<file path="config.mk">
export PLATFORM = sky130hd
export DESIGN_NAME = serial_adder
export DESIGN_NICKNAME = d
export VERILOG_FILES = /design/src/rtl/serial_adder_pkg.sv /design/src/rtl/serial_adder_full_adder.sv /design/src/rtl/serial_adder.sv
export SDC_FILE = /design/constraint.sdc
export NUM_CORES = 1
export LEC_CHECK = 0
export ABC_AREA = 1
export CORE_MARGIN = 2
export CORE_UTILIZATION = 45
export CTS_CLUSTER_SIZE = 40
export DETAILED_ROUTE_END_ITERATION = 8
export PLACE_DENSITY = 0.73
export SLEW_MARGIN = 20
export SYNTH_ARGS = -nofsm -noshare
export SYNTH_HDL_FRONTEND = slang
export SYNTH_SLANG_ARGS = --single-unit
</file>
<file path="constraint.sdc">
create_clock -name clk -period 1.6 [get_ports clk]
set_input_delay 0.16 -clock clk [delete_from_list [all_inputs] [get_ports clk]]
set_output_delay 0.16 -clock clk [all_outputs]
set_load 0.05 [all_outputs]
</file>
<file path="src/rtl/serial_adder_pkg.sv">
// Package shared by the serial adder files.
// Contents:
//   DEFAULT_WIDTH - default operand/result width of serial_adder
//   state_t       - control FSM states (IDLE, RUN, DONE)
package serial_adder_pkg;

    localparam int DEFAULT_WIDTH = 8;

    typedef enum logic [1:0] {
        IDLE = 2'd0,
        RUN  = 2'd1,
        DONE = 2'd2
    } state_t;

endpackage

</file>
<file path="src/rtl/serial_adder_full_adder.sv">
// One-bit adder cells used by the serial adder datapath.
//
// student_half_adder
//   a, b  : input  1 - addend bits
//   sum   : output 1 - a xor b
//   cout  : output 1 - a and b
//
// student_full_adder (two half adders plus an OR for the carry)
//   a, b  : input  1 - addend bits
//   cin   : input  1 - carry in
//   sum   : output 1 - a xor b xor cin
//   cout  : output 1 - carry out
module student_half_adder (
    input  logic a,
    input  logic b,
    output logic sum,
    output logic cout
);

    assign sum  = a ^ b;
    assign cout = a & b;

endmodule

module student_full_adder (
    input  logic a,
    input  logic b,
    input  logic cin,
    output logic sum,
    output logic cout
);

    logic w_ha0_sum;
    logic w_ha0_cout;
    logic w_ha1_cout;

    student_half_adder u_ha0 (
        .a    (a),
        .b    (b),
        .sum  (w_ha0_sum),
        .cout (w_ha0_cout)
    );

    student_half_adder u_ha1 (
        .a    (w_ha0_sum),
        .b    (cin),
        .sum  (sum),
        .cout (w_ha1_cout)
    );

    // Both half adders can never carry at once, so OR is the full carry.
    assign cout = w_ha0_cout | w_ha1_cout;

endmodule

</file>
<file path="src/rtl/serial_adder.sv">
// Bit-serial adder: computes a+b LSB first, one bit per clock, through a
// single one-bit full adder.
//
// Parameter:
//   WIDTH : operand/result width, 1..32
// Ports:
//   clk   : input  1     - clock, rising edge
//   rst_n : input  1     - asynchronous active-low reset
//   start : input  1     - request an addition (accepted in IDLE or DONE)
//   a, b  : input  WIDTH - operands, sampled only on the accepting edge
//   busy  : output 1     - addition in progress (RUN)
//   done  : output 1     - one-cycle pulse, sum/carry hold a new result
//   sum   : output WIDTH - registered a+b mod 2^WIDTH
//   carry : output 1     - registered carry out of the MSB
//
// All outputs come straight from registers, so no input reaches an output
// combinationally. sum/carry change only on the RUN->DONE transition.
module serial_adder
    import serial_adder_pkg::*;
#(
    parameter int WIDTH = DEFAULT_WIDTH
) (
    input  logic             clk,
    input  logic             rst_n,
    input  logic             start,
    input  logic [WIDTH-1:0] a,
    input  logic [WIDTH-1:0] b,
    output logic             busy,
    output logic             done,
    output logic [WIDTH-1:0] sum,
    output logic             carry
);

    localparam int            CW       = $clog2(WIDTH + 1);
    localparam logic [CW-1:0] LAST_BIT = CW'(WIDTH - 1);

    state_t           r_state;
    state_t           w_state_next;

    logic [WIDTH-1:0] r_a;
    logic [WIDTH-1:0] r_b;
    logic [WIDTH-1:0] r_sum_sh;
    logic             r_c;
    logic [CW-1:0]    r_cnt;
    logic [WIDTH-1:0] r_sum;
    logic             r_carry;

    logic             w_accept;
    logic             w_last;
    logic             w_fa_sum;
    logic             w_fa_cout;
    logic [WIDTH-1:0] w_sum_sh_next;

    // A new request is taken in IDLE and also in DONE (back-to-back).
    assign w_accept = start && ((r_state == IDLE) || (r_state == DONE));
    assign w_last   = (r_state == RUN) && (r_cnt == LAST_BIT);

    student_full_adder u_fa (
        .a    (r_a[0]),
        .b    (r_b[0]),
        .cin  (r_c),
        .sum  (w_fa_sum),
        .cout (w_fa_cout)
    );

    // Sum bits enter at the MSB; after WIDTH shifts bit 0 sits at the LSB.
    generate
        if (WIDTH == 1) begin : g_w1
            assign w_sum_sh_next = w_fa_sum;
            logic w_unused_sh;
            assign w_unused_sh = r_sum_sh[0];
        end else begin : g_wn
            assign w_sum_sh_next = {w_fa_sum, r_sum_sh[WIDTH-1:1]};
            // The oldest bit falls off on the final shift; the finished
            // word is taken from w_sum_sh_next instead.
            logic w_unused_sh;
            assign w_unused_sh = r_sum_sh[0];
        end
    endgenerate

    // Next-state logic.
    always_comb begin
        w_state_next = r_state;
        case (r_state)
            IDLE: if (start) w_state_next = RUN;
            RUN:  if (w_last) w_state_next = DONE;
            DONE: w_state_next = start ? RUN : IDLE;
            default: w_state_next = IDLE;
        endcase
    end

    always_ff @(posedge clk or negedge rst_n) begin
        if (!rst_n) begin
            r_state <= IDLE;
        end else begin
            r_state <= w_state_next;
        end
    end

    // Datapath: operand/sum shift registers, internal carry, bit counter,
    // and the output result registers.
    always_ff @(posedge clk or negedge rst_n) begin
        if (!rst_n) begin
            r_a      <= '0;
            r_b      <= '0;
            r_sum_sh <= '0;
            r_c      <= 1'b0;
            r_cnt    <= '0;
            r_sum    <= '0;
            r_carry  <= 1'b0;
        end else if (w_accept) begin
            r_a   <= a;
            r_b   <= b;
            r_c   <= 1'b0;
            r_cnt <= '0;
        end else if (r_state == RUN) begin
            r_a      <= r_a >> 1;
            r_b      <= r_b >> 1;
            r_sum_sh <= w_sum_sh_next;
            r_c      <= w_fa_cout;
            r_cnt    <= r_cnt + CW'(1);
            if (w_last) begin
                r_sum   <= w_sum_sh_next;
                r_carry <= w_fa_cout;
            end
        end
    end

    assign busy  = (r_state == RUN);
    assign done  = (r_state == DONE);
    assign sum   = r_sum;
    assign carry = r_carry;

endmodule

</file>
==> impl_results.md <==
* Clk root buf: clkbuf_8
* Final setup margin at 231.6 ps
* Antenna diodes at 0
* Core area at 3744 um^2
* Sequential area share after synthesis at 54.43%
* Total Routing Usage GR at 16.83%
* Tmin final at 1368 ps
* Asr flop ratio synth at 100.0%
* Syn Nets at 237
* I/O Pins at 30
* CP Max Fanout at 6
* Setup_tns at 0 ps
* Worst-skew pair later-pin latency at 290 ps
* End-of-flow core utilization at 60.49%
* PortBufs at 29
* Initial DRT Pass Iterations at 4
* Die area at 4505 um^2
* Met3 usage at 3.547%
* Area leader, netlist: dfrtp_1
* Final Instance Area at 2265 um^2
* Register bit count reported by yosys at 39
* RSZ-0062 raised after global routing: no
* Remaining DRCs at 0
* Hold Crit Class: in -> async
* Final setup violation count at 0
* Clock slew at reported path FFs at 80 ps
* Vias in the first global route at 1,299
* Global route overflow at 0
* Die Span X at 67.12 um
* Synth Cell Area at 1793 um^2
* Final slew viol count at 0
* Worst VDD drop at 1.044 mV
* H-Tree Depth at 2
* Mean area per synthesized cell at 8.301 um^2
* GRT busiest layer: met2
* PwrDens at 1971 nW/um^2
* CTS buffer count at 5
* Relative slew slack at 83.10%
* Most frequent cell after synthesis: nand2_1
* Reg2reg start: r_cnt[0]
* Initial drt markers at 109
* First-pass GRT wire length at 5.651 mm
* Dpl ws at 245.3 ps
* Leak at 1.211 nW
* Final #Nets at 274
* Clk_skew at 9.390 ps
* Outcome: completed
* Unique masters post-synth at 22
* Largest net degree at the start of global routing at 40
* Worst Reg-to-Reg Cells at 6
* Share of the synthesized area in the top cell type at 54.43%
* Share of cells above drive strength 1 at 17.32%
* Setup CP Type: reg -> out
* Crit share post-route at 85.53%
* Post-synth EDFFs at 0
* Post-CTS Repair Setup Buffers at 0
* Reg2reg setup slack at 250 ps
* Overall Power at 4.464 mW
* Clk buf depth at 2
* Max_cap viols at 0
* Mapped Cells at 216
* Total Routed Length at 3.211 mm
* Syn. warnings at 0
* Startpoint types: flop
* Starting Density at 47.89%
* Chip Height at 67.12 um
* Routability congestion estimate from global placement at 0.7626
* Hold slack final at 362.3 ps
* Worst r2r dst: sum[6]
* Rows at 22
* Area after DPL at 2151 um^2
* CTS tree: yes
* Vias per cell at 4.576
* Met1 Usage GRT at 22.30%
* Antenna Nets Post-Route at 0
* Crit path arrival time at 1210 ps
* Inst Count DP at 293
* Worst setup EP type: output port
* Top FF cell, synth: dfrtp_1
* Post-synth top cells: nand2_1 (92), dfrtp_1 (39), inv_1 (30)
* Worst-path cell chain: inv_2 > nor2_4 > buf_4 > buf_12
* Least-Margin Pin Slew at 253.2 ps
* Final Non-Filler Cells at 302
* Area grow syn2layout at 26.31%
* Fmax at 0.7308 GHz
* Critical path data required time at 1440 ps
* Detail Placement HPWL at 2.206 mm
* Largest cells by area after synthesis: dfrtp_1 (54%), nand2_1 (19%), inv_1 (6.3%)
* Worst path slowest cell: dfrtp_1
* Final hold violations at 0
* Met2 global-route usage at 26.86%
* Max incr delay on CP at 430 ps
* Via count at 1,382
* Sink Count at 39
* Avg WL per Cell at 10.63 um
* Initial antenna violation count at 0
[cell usage in the layout, fill, tap and decap left out]
master	instances
a21oi_1	1
buf_12	3
buf_2	1
buf_4	15
clkbuf_8	7
clkdlybuf4s50_1	17
clkinv_2	1
clkinvlp_4	1
dfrtp_1	39
dlygate4sd3_1	1
fa_1	1
ha_1	1
inv_1	30
inv_2	1
nand2_1	92
nand2_2	2
nand2_4	1
nand3_1	11
nand4_1	1
nor2_1	4
nor2_2	1
nor2_4	1
o21ai_0	10
o21ai_1	2
o21ai_2	9
or2_2	1
[worst max-delay path by stage]
stage	slack [ps]	to	cells past startpoint	start
floorplan	330	carry	5	r_state[0]
global placement	270	r_c	6	start
detailed placement	250	r_b[0]	6	start
CTS	220	busy	4	r_state[0]
global route	120	sum[6]	6	r_cnt[0]
finish	230	busy	4	r_state[0]
[layout make-up]
class / instances / area [um^2]
Fill cell: 356 / 1479
Tap cell: 48 / 60.06
Multi-Input combinational cell: 138 / 645.6
Sequential cell: 39 / 975.9
Inverter: 32 / 121.4
Clock inverter: 1 / 7.507
Clock buffer: 7 / 96.34
Timing Repair Buffer: 37 / 357.8
[cells by family (layout without fill, tap and decap cells)]
group	Yosys count	after routing	synth area share, %
AND/OR/NAND/NOR	114	114	26.17
flip-flops	39	39	54.43
buffers and inverters	39	77	9.560
AO/OA/AOI/OAI	22	22	8.025
adder cells (fa/ha/maj)	2	2	1.814
[where the power goes]
group,internal [mW],leakage [nW],switching (mW)
Clock,0.392,0.0505,0.335
Combinational,0.737,0.667,1.33
Sequential,1.42,0.493,0.251
[critical path: cells and delay by family (launching register included)]
family	cells	cell delay, ps
AND/OR/NAND/NOR	1	110
flip-flops	1	430
buffers and inverters	3	390
[sequential cells by signal, summed over array words and instances, names as in the netlist]
name	count
r_c	1
r_cnt	4
carry	1
r_state	2
r_a	8
r_sum_sh	7
r_b	8
sum	8
[what timing repair did]
item                                   4_1_cts  5_1_grt
resized for setup                            0        0
endpoints found under the hold margin       39        0
hold buffers                                 1        0
[routing by layer]
layer  routed length, um  vias up
met5                   0        -
met4                  55        0
met3                  98        5
met2                1547       16
met1                1508      637
li1                    -      724
(Power assumes the default switching activity.)
==> RTL change 1: new RTL, config.mk and constraints unchanged <==
Re-encode `state_t` (3 states) as one-hot, 3 bits wide.
--- a/src/rtl/serial_adder_pkg.sv
+++ b/src/rtl/serial_adder_pkg.sv
@@ -8,6 +8,6 @@
 
-    typedef enum logic [1:0] {
-        IDLE = 2'd0,
-        RUN  = 2'd1,
-        DONE = 2'd2
+    typedef enum logic [2:0] {
+        IDLE = 3'b001,
+        RUN  = 3'b010,
+        DONE = 3'b100
     } state_t;
Check against the original RTL: same outputs for any inputs over 10 cycles, from zero or initial values and one cycle with rst_n low; not proved beyond that.
==> RTL change 1 against the unedited design <==
- cell count decreased by 2.3%
- wire length increased by 7.5%
- setup slack got worse by 150 ps
- clock power increased by 11%
- sequential power decreased by 7%
- sequential cell count increased by 1
- area after synthesis increased by 7.0%
- critical path depth unchanged
- total power decreased by 20%
- cell area increased by 3.4%
- non-clock buffer count decreased by 3
- sequential share of layout area decreased by 0.28 points
- utilization decreased by 2.8 points
- critical path type unchanged
==> RTL change 1: results <==
export IMPL_max_slew_margin=0.690
export IMPL_dpl_cell_area_um2=2220
export IMPL_drive_gt1_frac=0.176
export IMPL_synth_compound_area_frac=0.0652
export IMPL_hpwl_mm=2.37
export IMPL_netlist_top_cells_count="nand2_1 (71), dfrtp_1 (39), nand3_1 (30), inv_1 (14), o21ai_0 (10)"
export IMPL_fin_nets=265
export IMPL_crit_path_max_fanout=18
export IMPL_ys_seq_area_frac=0.522
export IMPL_dp_cells=286
export IMPL_synthTopCellsByArea="dfrtp_1 (51%), nand2_1 (14%), nand3_1 (7.8%)"
export IMPL_drt_vias_per_instance=4.92
export IMPL_nFillCells=356
export IMPL_grt_usage=0.158
export IMPL_fin_skew_ps=3.13
export IMPL_grt_pass1_wl_mm=5.99
export IMPL_synth_xor_area_share=0.00456
export IMPL_fin_crit_sh=0.947
export IMPL_peakVddDrop_mv=0.798
export IMPL_outcome="completed"
export IMPL_ys_types=25
export IMPL_grt_pass1_vias=1362
export IMPL_dr_first_iter_drc_count=44
export IMPL_synth_adder_area_share=0.0169
export IMPL_syn_area_per_cell_um2=8.97
export IMPL_power_leakage_nw=1.17
export IMPL_gp_congestion=0.777
export IMPL_synthesis_nets=235
export IMPL_firstDrtPassIters=4
## RTL change 1: changes by cell type after synthesis, moves of 2 or more
cell | before | now
inv_4 | 0 | 2
nand3_2 | 0 | 2
nor2_1 | 4 | 6
nand2_1 | 92 | 71
nand3b_1 | 0 | 8
nand3_1 | 11 | 30
inv_2 | 1 | 3
buf_2 | 4 | 1
inv_1 | 30 | 14
buf_6 | 2 | 6
buf_4 | 1 | 3
## RTL change 1: cells by family (layout without fill, tap and decap cells)
| kind of cell | Yosys count | count (layout) |
|---|---|---|
| and+or+nand+nor | 122 | 122 |
| xor gates and xnor gates | 1 | 1 |
| AOI/OAI and AO/OA | 19 | 19 |
| DFF | 40 | 40 |
| buffers and inverters | 30 | 61 |
| adders and majority gates | 2 | 2 |
## RTL change 1: layer usage
| layer | GRT usage | vias to the layer above | share of wire |
|---|---|---|---|
| li1 | - | 740 | - |
| met1 | 0.206 | 681 | 0.47 |
| met2 | 0.239 | 22 | 0.47 |
| met3 | 0.0305 | 7 | 0.027 |
| met4 | 0.105 | 0 | 0.030 |
| met5 | 0 | - | 0 |
## RTL change 1: through the flow
step	hold slack (ps)	setup WS, ps	power, mW	utilization
after global routing	385	10.9	3.85	0.577
after CTS	351	43.3	3.58	0.576
after global placement	140	196	2.72	0.547
after floorplan	-136	341	2.50	-
final	350	84.0	3.56	0.577
after detailed placement	143	169	2.76	0.547
## RTL change 1: final timing paths
| path | startpoint | endpoint | slack [ps] | cells after the start |
|---|---|---|---|---|
| worst max register to register | r_state[0] | r_cnt[3] | 150 | 6 |
| worst min-delay path | rst_n | r_sum_sh[5] | 350 | 2 |
| worst min register to register | sum[5] | sum[5] | 480 | 2 |
| min in group clk | b[7] | r_b[7] | 390 | 3 |
| worst max-delay path | r_state[0] | busy | 80 | 4 |
| max in group asynchronous | rst_n | r_state[0] | 700 | 3 |
## RTL change 1: worst max-delay path: stages (launching register included)
cell and delay, ps:
dfstp_2 560, inv_2 60, nand3_4 170, inv_6 110
buf_12 160
## RTL change 1: cell type report
type,count,share of cell area
clock buffer,6,0.0310
timing repair buffer,34,0.149
inverter,19,0.0337
clock inverter,2,0.0150
sequential,40,0.428
multi-input combinational,144,0.317
tap,50,0.0267
## RTL change 1: power by group
group          switching [mW]  internal, mW
Clock                   0.346         0.463
Sequential              0.203          1.35
Combinational           0.739         0.455
## RTL change 1: timing repair
item                                    4_1_cts  5_1_grt
endpoints found under the setup margin        0        1
hold buffers                                  1        0
hold endpoints to repair                     19        0
gates resized for setup                       0        1
==> RTL change 2: new RTL, same settings <==
Without the edit above. The package constant `DEFAULT_WIDTH` goes from 8 to 16.
--- a/src/rtl/serial_adder_pkg.sv
+++ b/src/rtl/serial_adder_pkg.sv
@@ -6,3 +6,3 @@
 
-    localparam int DEFAULT_WIDTH = 8;
+    localparam int DEFAULT_WIDTH = 16;
 
Interface: changed (resized a, b and sum); port bits go from 30 to 54. The function was not compared with the original's and may differ.
==> RTL change 2 against the unedited design <==
- register-to-register slack worse by 110 ps
- area after synthesis up 79%
- sequential power up 78%
- sequential share of layout area up 0.63 points
- utilization down 0.46 points
- sequential cell count up 33
- largest cell class unchanged
- count of clock-buffer cells in the layout up 4
- global-route usage up 0.84 points
- total power up 76%
- largest power group unchanged
- cell area up 82%
- setup slack worse by 160 ps
- wire length up 100%
==> RTL change 2: results <==
export IMPL_via_count=2593
export IMPL_drive_gt1_frac=0.129
export IMPL_gp_congestion=0.763
export IMPL_wire_per_inst_um=11.8
export IMPL_crit_slowest_cell="dfrtp_2"
export IMPL_met2_usage=0.288
export IMPL_dp_cells=533
export IMPL_fin_skew_ps=8.08
export IMPL_htree_levels=3
export IMPL_post_route_worst_setup_slack_ps=66.7
export IMPL_hold_worst_slack_ps=336
export IMPL_grt_pass1_vias=2462
export IMPL_drt_vias_per_instance=4.69
export IMPL_io_buffers=53
export IMPL_syn_area_per_cell_um2=8.17
export IMPL_power_leakage_nw=2.13
export IMPL_synthTopCellsByArea="dfrtp_1 (56%), nand2_1 (17%), o21ai_0 (5.3%)"
export IMPL_hpwl_mm=4.28
export IMPL_rrSetupSlack_ps=140
export IMPL_outcome="completed"
export IMPL_r2r_end="sum[13]"
export IMPL_use_met1=0.235
export IMPL_grt_usage=0.177
export IMPL_met3_usage=0.0280
export IMPL_routed_wl_met3_um=175
export IMPL_max_slew_margin=0.695
export IMPL_r2r_cells=8
export IMPL_pg_seq_mw=2.97
export IMPL_crit_path_max_fanout=17
export IMPL_dr_wl_met2_mm=3.07
export IMPL_wl_met1_mm=3.20
export IMPL_grt_max_degree=37
export IMPL_syn2layout_area_growth_pct=28.4
export IMPL_netlist_top_cells_count="nand2_1 (145), dfrtp_1 (72), inv_1 (38), nor2_1 (35), o21ai_0 (34)"
export IMPL_crit_path_end="done"
export IMPL_peakVddDrop_mv=0.714
export IMPL_crit_path_max_incr_delay_ps=450
export IMPL_dpl_cell_area_um2=3840
export IMPL_fin_nets=490
export IMPL_p_sw_mw=3.19
export IMPL_arrival_ps=1370
export IMPL_grt_pass1_wl_mm=10.7
export IMPL_dr_first_iter_drc_count=123
export IMPL_p_per_area_nw_per_um2=1910
export IMPL_cts_buffers=9
export IMPL_dp_slack_ps=87.1
export IMPL_ys_seq_area_frac=0.561
export IMPL_clk_latency_ps=340
export IMPL_powerComb_mw=3.32
## RTL change 2: cell count changes after synthesis, moves of 7 or more
cell / change
o21ai_2: -9
nand3_1: +8
buf_2: +7
o21ai_1: +15
nand2_1: +53
o21ai_0: +24
nor2_1: +31
inv_1: +8
dfrtp_1: +33
## RTL change 2: cells by family after synthesis
kind of cell	Yosys count	synth area share
AOI/OAI and AO/OA	53	0.0830
adders and majority gates	3	0.0140
buffers and inverters	60	0.0826
DFF	72	0.561
and+or+nand+nor	205	0.259
## RTL change 2: repair_timing
item | in CTS | in global routing
resized for setup | 2 | 2
pin swaps | 0 | 1
hold buffers | 1 | 0
endpoints found under the setup margin | 1 | 15
gates cloned | 0 | 1
endpoints found under the hold margin | 33 | 0
buffers inserted | 0 | 2
## RTL change 2: area by class of cell
class | instances | area (um^2)
multi-input cells | 261 | 1150
clock buffers | 11 | 141
inverters | 42 | 163
well taps | 96 | 120
flip-flops and latches | 72 | 1800
clock inverters | 5 | 80.1
repair buffers | 66 | 664
fillers | 617 | 2750
